===== src/rtl/lfsr_gen.sv =====
// Configurable Fibonacci/Galois LFSR with seed register, wrap detection and period measurement.
// Optional macro LFSR_LOCKUP_RECOVER_EN: a step from the all-zero state reloads SEED.
module lfsr_gen #(
  parameter int               WIDTH    = 4,
  parameter logic [WIDTH-1:0] FIB_TAPS = 4'b1100,
  parameter logic [WIDTH-1:0] GAL_TAPS = 4'b0011,
  parameter logic [WIDTH-1:0] SEED     = 4'b0001
) (
  input  logic             clk,
  input  logic             reset,
  input  logic             en,
  input  logic             load,
  input  logic [WIDTH-1:0] seed_in,
  input  logic             mode,
  output logic [WIDTH-1:0] q,
  output logic             wrap,
  output logic [WIDTH-1:0] period,
  output logic             lockup
);

  logic [WIDTH-1:0] seed_q;
  logic [WIDTH-1:0] cnt;
  logic [WIDTH-1:0] q_next;
  logic             hit;

  function automatic logic [WIDTH-1:0] fib_step(input logic [WIDTH-1:0] s);
    return {s[WIDTH-2:0], ^(s & FIB_TAPS)};
  endfunction

  function automatic logic [WIDTH-1:0] gal_step(input logic [WIDTH-1:0] s);
    return {s[WIDTH-2:0], 1'b0} ^ (s[WIDTH-1] ? GAL_TAPS : '0);
  endfunction

  always_comb begin
    q_next = mode ? gal_step(q) : fib_step(q);
    hit    = (q_next == seed_q);
  end

  // State update: reset > load > step > hold
  always_ff @(posedge clk) begin
    if (reset) begin
      q      <= SEED;
      seed_q <= SEED;
      cnt    <= '0;
      period <= '0;
      wrap   <= 1'b0;
    end else if (load) begin
      q      <= seed_in;
      seed_q <= seed_in;
      cnt    <= '0;
      wrap   <= 1'b0;
    end else if (en) begin
`ifdef LFSR_LOCKUP_RECOVER_EN
      if (q == '0) begin
        q      <= SEED;
        seed_q <= SEED;
        cnt    <= '0;
        wrap   <= 1'b0;
      end else begin
`else
      begin
`endif
        q    <= q_next;
        wrap <= hit;
        if (hit) begin
          cnt    <= '0;
          period <= cnt + 1'b1;
        end else begin
          cnt <= cnt + 1'b1;
        end
      end
    end else begin
      wrap <= 1'b0;
    end
  end

  assign lockup = (q == '0);

endmodule


===== config.mk =====
export PLATFORM = sky130hd
export DESIGN_NAME = lfsr_gen
export DESIGN_NICKNAME = d
export VERILOG_FILES = /design/src/rtl/lfsr_gen.sv
export SDC_FILE = /design/constraint.sdc
export NUM_CORES = 1
export LEC_CHECK = 0
export ABC_AREA = 1
export CELL_PAD_IN_SITES_DETAIL_PLACEMENT = 1
export CELL_PAD_IN_SITES_GLOBAL_PLACEMENT = 1
export CORE_ASPECT_RATIO = 0.6
export CORE_MARGIN = 2
export CORE_UTILIZATION = 34
export DETAILED_ROUTE_END_ITERATION = 10
export PLACE_DENSITY = 0.85
export SLEW_MARGIN = 30
export SYNTH_ARGS = -nofsm -noshare
export SYNTH_HDL_FRONTEND = slang
export SYNTH_SLANG_ARGS = --single-unit

===== constraint.sdc =====
create_clock -name clk -period 1.9 [get_ports clk]
set_clock_uncertainty 0.2 [all_clocks]
set_input_delay 0.285 -clock clk [delete_from_list [all_inputs] [get_ports clk]]
set_output_delay 0.285 -clock clk [all_outputs]
set_load 0.1 [all_outputs]

After elaboration in Yosys (flattened, before gate mapping)
Index checks and enable logic that the tools add are counted.
{"block": "totals", "regBits": 17, "in_bits": 9, "out_inout_bits": 10, "word_cells": 21}
{"block": "classes", "n_addsub": 1, "n_eq_ne": 1, "n_mux": 5, "n_bitwise": 3, "n_reduce_logical": 6}
{"operator": "$mux 4", "count": 4}
{"operator": "$add 4x1->4 const B", "count": 1}
{"operator": "$eq 4x4->1", "count": 1}
{"operator": "$logic_not 4->1", "count": 1}
{"operator": "$reduce_xor 4->1", "count": 1}
{"operator": "$xor 4x2->4", "count": 1}
{"operator": "$reduce_and 3->1", "count": 1}
{"operator": "$reduce_or 3->1", "count": 1}
{"operator": "$mux 2", "count": 1}
{"operator": "$not 1->1", "count": 2}
{"operator": "$reduce_bool 2->1", "count": 1}
{"operator": "$reduce_or 2->1", "count": 1}

Depth between registers and ports, before layout
Gate-level depths: netlist of run 1.
{"block": "logic_depth", "word_depth": 5, "mapped_depth": 11, "ltp_nobuf": 11}

Worst setup path before layout of run 1
Ideal clock, no wire load.
{"block": "synth_timing", "path_type": "reg2out", "from": "register q[3]", "to": "output lockup", "arrival_time_ns": 2.300, "required_ns": 1.415, "path_slack_ns": -0.885, "path_stages_with_launch": 5, "path_buffers": 0, "path_cell_list": "dfxtp_1 inv_1 ha_1 nand2_1 nor2_1"}
{"block": "synth_via", "elab_chain_len": 1}
{"element": "start: declaration", "line": "15", "text": "output logic [WIDTH-1:0] q,"}
{"element": "start signal: assignment", "line": "48", "text": "q <= seed_in;"}
{"element": "start signal: assignment", "line": "63", "text": "q <= q_next;"}
{"element": "$logic_not 4->1", "line": "77", "text": "assign lockup = (q == '0);"}
{"element": "end: declaration", "line": "18", "text": "output logic lockup"}
No other way between the ends.

Worst setup path after layout of run 1
{"block": "layout_timing", "from": "input mode", "to": "register period[2]"}
{"block": "layout_via", "elab_chain_len": 3}
{"element": "start: declaration", "line": "14", "text": "input logic mode,"}
{"element": "$mux 4", "line": "35", "text": "q_next = mode ? gal_step(q) : fib_step(q);"}
{"element": "$eq 4x4->1", "line": "36", "text": "hit = (q_next == seed_q);"}
{"element": "$reduce_and 3->1 (no line)"}
{"element": "end signal: assignment", "line": "67", "text": "period <= cnt + 1'b1;"}
{"element": "end: declaration", "line": "17", "text": "output logic [WIDTH-1:0] period,"}
No other way between the ends.
A chain may end at the register's enable or synchronous reset.

==> results of run 1 <==
[stage by stage]
stage / setup slack [ns] / std cells / power, W / TNS, ns / hold WS [ns]
6_report: 0.1264 / 197 / 0.0009427 / 0 / 0.2867
5_1_grt: 0.03038 / 197 / 0.0009890 / 0 / 0.3115
4_1_cts: 0.08547 / 195 / 0.0009426 / 0 / 0.2911
3_5_place_dp: -0.07606 / 191 / 0.0006693 / -0.3072 / 0.2812
3_3_place_gp: 0.07182 / 191 / 0.0006569 / 0 / 0.2711
2_1_floorplan: 0.09612 / 141 / 0.0005684 / 0 / 0.2255
[worst max-delay path, delay by kind of cell]
family                 cells  cell delay [ns]
buffers and inverters      3             0.72
AND/OR/NAND/NOR            8             0.75
[layout make-up]
type                    count  area, µm²  area share (%)
clock buffers               4      45.04           3.374
inverters                  30      112.6           8.435
multi-input cells          92      476.7           35.71
flip-flops and latches     17      350.3           26.24
well taps                  32      40.04           2.999
repair buffers             22      310.3           23.24
[placed cells by master (no fill, tap or decap), types with 2 or more instances in the layout]
| master | netlist | layout |
|---|---|---|
| sky130_fd_sc_hd__o22ai_1 | 3 | 3 |
| sky130_fd_sc_hd__inv_1 | 27 | 27 |
| sky130_fd_sc_hd__buf_4 | 0 | 4 |
| sky130_fd_sc_hd__buf_12 | 0 | 10 |
| sky130_fd_sc_hd__nand2_1 | 41 | 41 |
| sky130_fd_sc_hd__clkdlybuf4s50_1 | 0 | 8 |
| sky130_fd_sc_hd__a31oi_1 | 2 | 2 |
| sky130_fd_sc_hd__dfxtp_2 | 0 | 2 |
| sky130_fd_sc_hd__nor2_1 | 11 | 10 |
| sky130_fd_sc_hd__a21oi_1 | 5 | 5 |
| sky130_fd_sc_hd__nor2_4 | 1 | 2 |
| sky130_fd_sc_hd__nand3_1 | 12 | 12 |
| sky130_fd_sc_hd__clkbuf_8 | 0 | 3 |
| sky130_fd_sc_hd__dfxtp_4 | 0 | 2 |
| sky130_fd_sc_hd__dfxtp_1 | 17 | 13 |
| sky130_fd_sc_hd__nand2_2 | 8 | 8 |
| sky130_fd_sc_hd__o21ai_0 | 2 | 2 |
| sky130_fd_sc_hd__inv_2 | 3 | 3 |
[worst max-delay path by stage]
| stage | from | endpoint | slack, ns | cells past startpoint |
|---|---|---|---|---|
| floorplan | q[3] | period[0] | 0.1 | 11 |
| finish | mode | period[2] | 0.13 | 11 |
| global route | mode | period[2] | 0.03 | 11 |
| global placement | mode | period[1] | 0.07 | 10 |
| detailed placement | mode | period[2] | -0.08 | 11 |
| CTS | q[3] | period[2] | 0.09 | 11 |
[cells in the mapped netlist]
cell / number / share of area [%]
sky130_fd_sc_hd__nand2_1: 41 / 17
sky130_fd_sc_hd__inv_1: 27 / 11
sky130_fd_sc_hd__dfxtp_1: 17 / 37
sky130_fd_sc_hd__nand3_1: 12 / 6.5
sky130_fd_sc_hd__nor2_1: 11 / 4.5
sky130_fd_sc_hd__nand2_2: 8 / 5.4
sky130_fd_sc_hd__a21oi_1: 5 / 2.7
sky130_fd_sc_hd__inv_2: 3 / 1.2
sky130_fd_sc_hd__o22ai_1: 3 / 2.0
sky130_fd_sc_hd__a31oi_1: 2 / 1.4
sky130_fd_sc_hd__ha_1: 2 / 2.7
sky130_fd_sc_hd__o21ai_0: 2 / 1.1
sky130_fd_sc_hd__buf_2: 1 / 0.54
sky130_fd_sc_hd__clkbuf_1: 1 / 0.41
sky130_fd_sc_hd__nand3_4: 1 / 1.9
sky130_fd_sc_hd__nor2_2: 1 / 0.68
sky130_fd_sc_hd__nor2_4: 1 / 1.2
sky130_fd_sc_hd__o211ai_1: 1 / 0.82
sky130_fd_sc_hd__xnor2_1: 1 / 0.95
sky130_fd_sc_hd__xor2_1: 1 / 0.95
[kinds of logic after synthesis]
group                      Yosys count  share of synthesized area (%)
DFF                                 17                          37.06
xor gates and xnor gates             2                          1.908
adders and majority gates            2                          2.724
and+or+nand+nor                     75                          37.06
AOI/OAI and AO/OA                   13                          8.038
buffers and inverters               32                          13.21
[layer usage]
| layer | share of wire (%) | vias to the layer above | wire [µm] | track usage (%) |
|---|---|---|---|---|
| met5 | 0 | - | 0 | 0 |
| met4 | 0.96 | 0 | 27 | 5.660 |
| met3 | 4.5 | 4 | 127 | 5.011 |
| met2 | 46 | 33 | 1290 | 33.08 |
| met1 | 49 | 453 | 1372 | 26.29 |
| li1 | - | 477 | - | - |
[sequential cells by signal, indices dropped and copies added, names as in the netlist]
signal and count:
period 4, seed_q 4, cnt 4, wrap 1
q 4
[power by group]
part,leakage (nW),switching [W],internal (W)
Clock,0.0228,0.000124,0.000149
Sequential,0.140,0.0000197,0.000372
Combinational,0.447,0.000178,0.000100
Total,0.610,0.000322,0.000621
[repair_timing]
action,in CTS,in global routing
resized for setup,0,1
endpoints found under the setup margin,0,2
buffers inserted,0,2
==> load_flow_metrics.sql, run 1 <==
INSERT INTO impl_metrics (metric_group, metric, value, unit) VALUES
('global_route', 'antenna_found_initial', '0', ''),
('clocking', 'cts_root_buffer', 'sky130_fd_sc_hd__clkbuf_8', ''),
('critical_path', 'reg2reg_slack', '0.14', 'ns'),
('drt', 'detail_route.vias_per_cell', '4.909', ''),
('finish', 'fraction_of_layout_cells_with_a_size_suffix_above_1', '22.42', '%'),
('global_route', 'largest_net_degree_at_the_start_of_global_routing', '10', ''),
('place', 'gp_routability_congestion', '0.9062', ''),
('run_status', 'run_status', 'completed', ''),
('global_route', 'grt_overflow', '0', ''),
('floorplanning', 'floorplan.core_area', '2540', 'µm²'),
('finish', 'syn2layout_area_growth', '45.37', '%'),
('clocking', 'max_h_tree_level', '1', ''),
('floorplanning', 'top_level_ports', '19', ''),
('drt', 'routed_wirelength', '2.819', 'mm'),
('critical_path', 'path_class', 'in -> reg', ''),
('clocking', 'ctsHoldBuffers', '0', ''),
('timing', 'worstMarginPinSlew', '0.3644', 'ns'),
('synthesis', 'syn-instance-count', '141', ''),
('synthesis', 'post_synth_instance_area', '918.4', 'µm²'),
('global_route', 'globalRouteTotalUtil', '19.93', '%'),
('critical_path', 'regToRegStartpoint', 'q[3]', ''),
('critical_path', 'crit_chain', 'clkdlybuf4s50_1, inv_1, nand2_2, nand2_2, nand2_2, nand2_2, nor2_4, nand3_4, nand2_1, inv_1, nor2_1', ''),
('synthesis', 'yosys_warn_count', '0', ''),
('critical_path', 'start_kind', 'input port', ''),
('critical_path', 'crit_required', '1.89', 'ns'),
('synthesis', 'net_count_after_synthesis', '152', ''),
('clocking', 'clock_tree.buffer_depth', '2', ''),
('critical_path', 'regToRegEndpoint', 'period[2]', ''),
('synthesis', 'synth_seq_area_share', '37.06', '%'),
('timing', 'setup_repair_after_global_routing_missed_its_margin', 'false', ''),
('floorplanning', 'fp.dieH', '44.26', 'µm'),
('clocking', 'clkSinkCount', '17', ''),
('min_path', 'class_of_the_worst_hold_path', 'reg -> reg', ''),
('global_route', 'grt_first_pass_wirelength', '4.692', 'mm'),
('timing', 'period_needed', '1.774', 'ns'),
('timing', 'achievable-frequency', '563.8', 'MHz'),
('drt', 'routed_wire_length_per_instance', '14.31', 'µm'),
('critical_path', 'cp_slowest_cell', 'sky130_fd_sc_hd__clkdlybuf4s50_1', ''),
('power', 'max-vdd-ir-drop', '0.2753', 'mV'),
('run', 'drv.max_cap_violation_count', '0', ''),
('timing', 'report.final.slew_viol_count', '0', ''),
('clocking', 'clock_latency_late_sink', '0.25', 'ns'),
('finish', 'num_antenna_cells', '0', ''),
('floorplanning', 'die_area', '3146', 'µm²'),
('drt', 'detail_route.iter0.violations', '41', ''),
('critical_path', 'cp.arrival', '1.76', 'ns'),
('timing', 'setup_viol', '0', ''),
('floorplanning', 'die_w', '71.10', 'µm'),
('place', 'port_buffer_count', '18', ''),
('critical_path', 'rr_worst_depth', '11', ''),
('clocking', 'cts_buffers', '3', ''),
('critical_path', 'cp-end-kind', 'flop', ''),
('drt', 'first_pass_iters', '4', ''),
('critical_path', 'critical_path.most_common_cell', 'sky130_fd_sc_hd__nand2_2', ''),
('finish', 'nets', '177', ''),
('place', 'dp_hpwl', '2.294', 'mm'),
('floorplanning', 'rows', '14', ''),
('min_path', 'min_delay_path_depth', '2', ''),
('min_path', 'holdCritStartpoint', 'cnt[3]', ''),
('synthesis', 'syn_avg_cell_area', '6.513', 'µm²'),
('critical_path', 'crit_path_max_fanout', '5', ''),
('drt', 'remaining_drc_errors', '0', ''),
('global_route', 'first_global_vias', '968', ''),
('synthesis', 'yosysUniqueCellTypes', '20', ''),
('synthesis', 'synth-seq-cells', '17', ''),
('clocking', 'clk_pin_slew_worst_paths', '0.07', 'ns'),
('drt', 'drtAntennaViolNets', '0', ''),
('place', 'post_dp_cell_area', '1262', 'µm²'),
('timing', 'final_hold_violations', '0', ''),
('min_path', 'worst_hold_path.endpoint', 'cnt[3]', ''),
('critical_path', 'critPathMaxStageDelay', '0.56', 'ns'),
('timing', 'relSlewSlack', '75.61', '%'),
('power', 'total_leakage_power', '0.6104', 'nW'),
('clocking', 'tritoncts', 'yes', ''),
('drt', 'vias', '967', ''),
('finish', 'fillerInstances', '325', ''),
('floorplanning', 'initial_core_util', '36.16', '%'),
('timing', 'layout_worst_path_cycle_share', '93.35', '%'),
('power', 'power_per_cell_area', '706.1', 'nW/µm²'),
('finish', 'fin_util', '52.56', '%'),
('finish', 'final_cell_area_excluding_filler_cells', '1335', 'µm²');
(Power assumes the default switching activity.)
==> run 2: changes to the inputs <==
CORE_ASPECT_RATIO = 1.25   (was 0.6)
==> load_flow_metrics.sql, run 2 (synthesis gave the netlist of run 1 again) <==
INSERT INTO impl_metrics (metric_group, metric, value, unit) VALUES
('timing', 'finalWorstSetupSlack', '0.1519', 'ns'),
('finish', 'nets', '178', ''),
('drt', 'routed_wire_length_per_instance', '12.02', 'µm'),
('timing', 'period_needed', '1.748', 'ns'),
('global_route', 'grt_overflow', '0', ''),
('power', 'clock_power_share', '22.6', '%'),
('critical_path', 'cp-end-kind', 'flop', ''),
('critical_path', 'crit_path_end', 'period[3]', ''),
('timing', 'setup_viol', '0', ''),
('drt', 'vias', '930', ''),
('min_path', 'holdCritStartpoint', 'cnt[1]', ''),
('place', 'dp.cells', '194', ''),
('clocking', 'clock_latency_late_sink', '0.29', 'ns'),
('critical_path', 'cp.arrival', '1.78', 'ns'),
('clocking', 'clk_pin_slew_worst_paths', '0.11', 'ns'),
('floorplanning', 'die_area', '3135', 'µm²'),
('floorplanning', 'fp.dieH', '62.11', 'µm'),
('critical_path', 'rr_worst_depth', '11', ''),
('global_route', 'grt_first_pass_wirelength', '4.298', 'mm'),
('critical_path', 'crit_required', '1.93', 'ns'),
('run_status', 'run_status', 'completed', ''),
('timing', 'worstMarginPinSlew', '0.3143', 'ns'),
('critical_path', 'crit_path_max_fanout', '5', ''),
('place', 'port_buffer_count', '18', ''),
('timing', 'achievable-frequency', '572.1', 'MHz'),
('critical_path', 'setup_crit_start', 'q[3]', ''),
('finish', 'fin_util', '50.24', '%'),
('finish', 'final_cell_mix', '41 x sky130_fd_sc_hd__nand2_1, 27 x sky130_fd_sc_hd__inv_1, 13 x sky130_fd_sc_hd__dfxtp_1', ''),
('timing', 'tns', '0', 'ns'),
('power', 'intPower', '0.0005497', 'W'),
('drt', 'detail_route.iter0.violations', '6', ''),
('power', 'total_leakage_power', '0.6097', 'nW'),
('timing', 'setup_repair_after_global_routing_missed_its_margin', 'false', ''),
('floorplanning', 'rows', '21', ''),
('floorplanning', 'top_level_ports', '19', ''),
('critical_path', 'start_kind', 'flop', ''),
('power', 'comb_power_share', '31.9', '%'),
('timing', 'report.final.slew_viol_count', '0', ''),
('critical_path', 'regToRegStartpoint', 'q[3]', ''),
('clocking', 'tritoncts', 'yes', ''),
('global_route', 'antenna_found_initial', '0', ''),
('power', 'net-switching-power', '0.0003075', 'W'),
('floorplanning', 'die_w', '50.49', 'µm'),
('floorplanning', 'floorplan.core_area', '2628', 'µm²'),
('finish', 'fraction_of_layout_cells_with_a_size_suffix_above_1', '22.89', '%'),
('drt', 'first_pass_iters', '4', ''),
('drt', 'routed_wirelength', '2.404', 'mm'),
('place', 'gp_routability_congestion', '0.8521', ''),
('min_path', 'class_of_the_worst_hold_path', 'reg -> reg', ''),
('floorplanning', 'initial_core_util', '34.95', '%'),
('run', 'drv.max_cap_violation_count', '0', ''),
('finish', 'fillerInstances', '354', ''),
('place', 'preCtsSetupSlack', '-0.03367', 'ns'),
('drt', 'remaining_drc_errors', '0', ''),
('power', 'power_per_cell_area', '649.4', 'nW/µm²'),
('finish', 'syn2layout_area_growth', '43.73', '%'),
('finish', 'num_antenna_cells', '0', ''),
('critical_path', 'reg2reg_slack', '0.15', 'ns'),
('timing', 'relSlewSlack', '79.02', '%'),
('drt', 'drtAntennaViolNets', '0', ''),
('global_route', 'first_global_vias', '1011', ''),
('clocking', 'clock_tree.buffer_depth', '2', ''),
('timing', 'layout_worst_path_cycle_share', '92.00', '%'),
('clocking', 'max_h_tree_level', '1', ''),
('power', 'max-vdd-ir-drop', '0.2881', 'mV'),
('clocking', 'cts_buffers', '3', ''),
('global_route', 'largest_net_degree_at_the_start_of_global_routing', '11', ''),
('clocking', 'clkSinkCount', '17', ''),
('global_route', 'globalRouteTotalUtil', '17.44', '%'),
('finish', 'mostFrequentLayoutCell', 'sky130_fd_sc_hd__nand2_1', ''),
('critical_path', 'regToRegEndpoint', 'period[3]', ''),
('clocking', 'cts_root_buffer', 'sky130_fd_sc_hd__clkbuf_4', ''),
('power', 'seq_power_share', '45.5', '%'),
('power', 'sw_frac_of_total', '35.87', '%'),
('drt', 'detail_route.vias_per_cell', '4.650', ''),
('finish', 'final-instance-count-excl-fill', '200', ''),
('timing', 'final_hold_violations', '0', ''),
('place', 'dp_hpwl', '2.014', 'mm'),
('critical_path', 'path_class', 'reg -> reg', '');
## run 2: worst min-delay path by stage
stage | cells past startpoint | slack (ns) | end
finish | 2 | 0.30 | cnt[1]
global route | 2 | 0.32 | cnt[3]
CTS | 2 | 0.30 | cnt[3]
detailed placement | 2 | 0.29 | cnt[3]
global placement | 2 | 0.27 | cnt[3]
floorplan | 2 | 0.23 | cnt[0]
## run 2: worst max-delay path, stage by stage (launching register included)
cell	delay, ns
sky130_fd_sc_hd__dfxtp_4	0.39
sky130_fd_sc_hd__inv_1	0.06
sky130_fd_sc_hd__ha_1	0.31
sky130_fd_sc_hd__nand2_2	0.11
sky130_fd_sc_hd__nand2_2	0.07
sky130_fd_sc_hd__nand2_2	0.06
sky130_fd_sc_hd__nand2_2	0.06
sky130_fd_sc_hd__nor2_4	0.12
sky130_fd_sc_hd__nand3_4	0.11
sky130_fd_sc_hd__nand2_1	0.08
sky130_fd_sc_hd__inv_1	0.04
sky130_fd_sc_hd__nor2_1	0.10
## run 2: per-stage QoR
stage | hold WS (ns) | area [µm²] | power, W
after global placement | 0.2682 | 1272 | 0.0006596
after floorplan | 0.2255 | 935.9 | 0.0005684
after CTS | 0.3037 | 1300 | 0.0008678
after detailed placement | 0.2862 | 1272 | 0.0006679
after global routing | 0.3220 | 1320 | 0.0009148
final | 0.3027 | 1320 | 0.0008573
## run 2: layout make-up
class	instances	area, µm²	share of cell area (%)
Clock inverter	1	5.005	0.3791
Clock buffer	3	22.52	1.706
Tap cell	34	42.54	3.223
Multi-Input combinational cell	92	469.2	35.54
Sequential cell	17	350.3	26.54
Timing Repair Buffer	23	317.8	24.08
Inverter	30	112.6	8.531
## run 2: layer usage
metal	vias up	wire length [µm]	track usage, %
met1	434	993	19.64
li1	478	-	-
met5	-	0	0
met2	12	1322	31.91
met3	6	44	2.404
met4	0	44	7.095
## run 2: what timing repair did
| item | 4_1_cts | 5_1_grt |
|---|---|---|
| resized for setup | 0 | 1 |
| hold buffers | 0 | 0 |
| setup buffers | 0 | 2 |
| setup endpoints to repair | 0 | 3 |
## run 2: power by group through the flow
stage                     clock network (W)  logic (W)  registers, W
after global routing               0.000225   0.000296      0.000393
after detailed placement                  0   0.000268      0.000400
after floorplan                           0   0.000115      0.000453
after global placement                    0   0.000261      0.000398
final                              0.000194   0.000273      0.000390
after CTS                          0.000206   0.000270      0.000392
==> run 3: changes to the inputs <==
ABC_AREA = unset   (was 1)
CORE_UTILIZATION = 36   (was 34)
PLACE_DENSITY = 0.84   (was 0.85)
==> load_flow_metrics.sql, run 3 <==
INSERT INTO impl_metrics (metric_group, metric, value, unit) VALUES
('clocking', 'cts_buffers', '3', ''),
('timing', 'layout_worst_path_cycle_share', '108.6', '%'),
('global_route', 'largest_net_degree_at_the_start_of_global_routing', '15', ''),
('critical_path', 'crit_required', '1.92', 'ns'),
('synthesis', 'ys_dominant_reg_cell', 'sky130_fd_sc_hd__dfxtp_1', ''),
('synthesis', 'yosys.cell_count.top_type', 'sky130_fd_sc_hd__dfxtp_1', ''),
('critical_path', 'cp_top_family', 'multiplexers', ''),
('global_route', 'first_global_vias', '941', ''),
('drt', 'routed_wire_length_per_instance', '16.27', 'µm'),
('critical_path', 'cp_slowest_cell', 'sky130_fd_sc_hd__dfxtp_4', ''),
('synthesis', 'synth_area_leader_cell', 'sky130_fd_sc_hd__dfxtp_1', ''),
('synthesis', 'post_synth_instance_area', '869.6', 'µm²'),
('floorplanning', 'top_level_ports', '19', ''),
('critical_path', 'critical_path.most_common_cell', 'sky130_fd_sc_hd__mux2_4', ''),
('synthesis', 'postSynth.asyncResetShare', '0', '%'),
('critical_path', 'cp.arrival', '2.08', 'ns'),
('finish', 'final_cell_mix', '13 x sky130_fd_sc_hd__dfxtp_1, 12 x sky130_fd_sc_hd__nor2_1, 12 x sky130_fd_sc_hd__buf_4', ''),
('critical_path', 'critPathMaxStageDelay', '0.37', 'ns'),
('synthesis', 'net_count_after_synthesis', '108', ''),
('floorplanning', 'floorplan.core_area', '2235', 'µm²'),
('run_status', 'run_status', 'finished with violations', ''),
('timing', 'achievable-frequency', '484.4', 'MHz'),
('critical_path', 'path_class', 'reg -> reg', ''),
('synthesis', 'syn_avg_cell_area', '8.965', 'µm²'),
('critical_path', 'reg2reg_slack', '-0.16', 'ns'),
('global_route', 'grt_first_pass_wirelength', '4.174', 'mm'),
('global_route', 'antenna_found_initial', '0', ''),
('power', 'total_leakage_power', '0.5438', 'nW'),
('floorplanning', 'initial_core_util', '38.91', '%'),
('synthesis', 'yosys_warn_count', '0', ''),
('global_route', 'globalRouteTotalUtil', '20.83', '%'),
('critical_path', 'cp-end-kind', 'flop', ''),
('synthesis', 'synth.cells.most_frequent', '17 x sky130_fd_sc_hd__dfxtp_1, 12 x sky130_fd_sc_hd__nor2_1, 7 x sky130_fd_sc_hd__mux2i_1, 6 x sky130_fd_sc_hd__inv_1, 6 x sky130_fd_sc_hd__nand3b_1', ''),
('clocking', 'clk_pin_slew_worst_paths', '0.12', 'ns'),
('finish', 'fin_util', '62.43', '%'),
('run_status', 'failing_checks', 'negative setup slack', ''),
('finish', 'nets', '140', ''),
('finish', 'fraction_of_layout_cells_with_a_size_suffix_above_1', '37.50', '%'),
('finish', 'syn2layout_area_growth', '60.43', '%'),
('run', 'drv.max_cap_violation_count', '0', ''),
('synthesis', 'ranking_of_synthesized_cells_by_area', 'sky130_fd_sc_hd__dfxtp_1 39%, sky130_fd_sc_hd__mux2i_1 8.1%, sky130_fd_sc_hd__nand3b_1 5.2%, sky130_fd_sc_hd__nor2_1 5.2%, sky130_fd_sc_hd__xnor2_1 3.0%', ''),
('timing', 'setup_viol', '9', ''),
('floorplanning', 'die_w', '47.96', 'µm'),
('drt', 'detail_route.iter0.violations', '6', ''),
('power', 'max-vdd-ir-drop', '0.4761', 'mV'),
('timing', 'report.final.slew_viol_count', '0', ''),
('timing', 'finalWorstSetupSlack', '-0.1643', 'ns'),
('min_path', 'class_of_the_worst_hold_path', 'reg -> reg', ''),
('clocking', 'clock_latency_late_sink', '0.32', 'ns'),
('clocking', 'tritoncts', 'yes', ''),
('finish', 'mostFrequentLayoutCell', 'sky130_fd_sc_hd__dfxtp_1', ''),
('power', 'power_per_cell_area', '636.4', 'nW/µm²'),
('floorplanning', 'die_area', '2827', 'µm²'),
('clocking', 'max_h_tree_level', '1', ''),
('drt', 'remaining_drc_errors', '0', ''),
('clocking', 'clkSinkCount', '17', ''),
('floorplanning', 'fp.dieH', '58.95', 'µm'),
('place', 'preCtsSetupSlack', '-0.5220', 'ns'),
('drt', 'detail_route.vias_per_cell', '5.340', ''),
('critical_path', 'cp_num_buf_inv', '1', ''),
('place', 'port_buffer_count', '18', ''),
('drt', 'first_pass_iters', '4', ''),
('timing', 'worstMarginPinSlew', '0.4368', 'ns'),
('timing', 'relSlewSlack', '70.57', '%'),
('drt', 'routed_wirelength', '2.587', 'mm'),
('critical_path', 'crit_path_max_fanout', '4', ''),
('timing', 'setup_repair_after_global_routing_missed_its_margin', 'true', ''),
('place', 'gp_routability_congestion', '0.8023', ''),
('clocking', 'ctsHoldBuffers', '0', ''),
('place', 'dp_hpwl', '1.859', 'mm'),
('finish', 'fillerInstances', '262', ''),
('finish', 'num_antenna_cells', '0', ''),
('timing', 'final_hold_violations', '0', ''),
('timing', 'period_needed', '2.064', 'ns'),
('critical_path', 'crit_chain', 'inv_2, ha_4, mux2_4, nand3b_1, a211oi_2, mux2_4', ''),
('synthesis', 'syn-instance-count', '97', ''),
('synthesis', 'synth_seq_area_share', '39.14', '%'),
('floorplanning', 'rows', '19', ''),
('synthesis', 'synth-seq-cells', '17', ''),
('critical_path', 'start_kind', 'flop', ''),
('synthesis', 'number_of_enable_flip_flop_cells_after_synthesis', '0', ''),
('drt', 'drtAntennaViolNets', '0', ''),
('drt', 'vias', '849', ''),
('global_route', 'grt_overflow', '0', ''),
('clocking', 'clock_tree.buffer_depth', '2', ''),
('synthesis', 'yosysUniqueCellTypes', '34', ''),
('synthesis', 'area_share_of_the_largest_cell_type_after_synthesis', '39.14', '%'),
('clocking', 'cts_root_buffer', 'sky130_fd_sc_hd__clkbuf_4', '');
==> run 3: power by group <==
group	switching, W	internal (W)	total (W)	leakage [nW]
combinational	0.000159	0.000118	0.000277	0.389
sequential	0.0000158	0.000371	0.000387	0.140
clock	0.000143	0.0000807	0.000224	0.0139
total	0.000318	0.000570	0.000888	0.544
==> run 3: metal layers <==
metal / up-vias / share of wire [%] / global-route usage (%)
li1: 410 / - / -
met1: 412 / 40 / 24.15
met4: 0 / 2.3 / 9.653
met3: 5 / 3.5 / 3.681
met5: - / 0 / 0
met2: 22 / 54 / 35.43
==> run 3: worst paths after layout <==
kind,start,to,cells past startpoint
max reg2reg,q[2],period[0],6
min reg2reg,period[3],period[3],2
min,period[3],period[3],2
max,q[2],period[0],6
==> run 3: what timing repair did <==
action | in CTS | in global routing
gates resized for setup | 3 | 10
pin swaps | 2 | 5
setup buffers | 2 | 1
setup endpoints to repair | 5 | 9
endpoints found under the hold margin | 0 | 0
==> run 3: worst register-to-register path, delay by kind of cell (launching register included) <==
| kind | cells | cell delay, ns |
|---|---|---|
| flip-flops | 1 | 0.37 |
| buffers and inverters | 1 | 0.04 |
| AO/OA/AOI/OAI | 1 | 0.30 |
| adder cells (fa/ha/maj) | 1 | 0.23 |
| multiplexers | 2 | 0.59 |
| AND/OR/NAND/NOR | 1 | 0.24 |
==> run 3: cell families (layout without fill, tap and decap cells) <==
| logic type | count (synthesis) | after routing | synth area share (%) |
|---|---|---|---|
| xor gates and xnor gates | 4 | 4 | 4.030 |
| and+or+nand+nor | 33 | 33 | 20.58 |
| adders and majority gates | 2 | 2 | 2.877 |
| muxes | 10 | 10 | 12.37 |
| DFF | 17 | 17 | 39.14 |
| buffers and inverters | 10 | 41 | 4.316 |
| AOI/OAI and AO/OA | 21 | 21 | 16.69 |
==> run 3: final cells by class <==
| type | count | area, µm² | area share (%) |
|---|---|---|---|
| clock buffer | 3 | 22.52 | 1.614 |
| clock inverter | 1 | 7.507 | 0.5381 |
| inverter | 6 | 22.52 | 1.614 |
| multi-input combinational | 70 | 571.8 | 40.99 |
| sequential | 17 | 350.3 | 25.11 |
| tap | 31 | 38.79 | 2.780 |
| timing repair buffer | 31 | 381.6 | 27.35 |
==> run 3: stage by stage <==
stage,TNS (ns),cell area (µm²),cells,total power (W),hold slack [ns]
CTS,-0.4572,1345,158,0.0008768,0.3254
finish,-1.140,1395,159,0.0008878,0.3215
global route,-1.717,1395,159,0.0009192,0.3380
detailed placement,-3.263,1286,152,0.0006506,0.3085
floorplan,-1.847,907.1,97,0.0005457,0.1681
global placement,-2.490,1286,152,0.0006430,0.2975
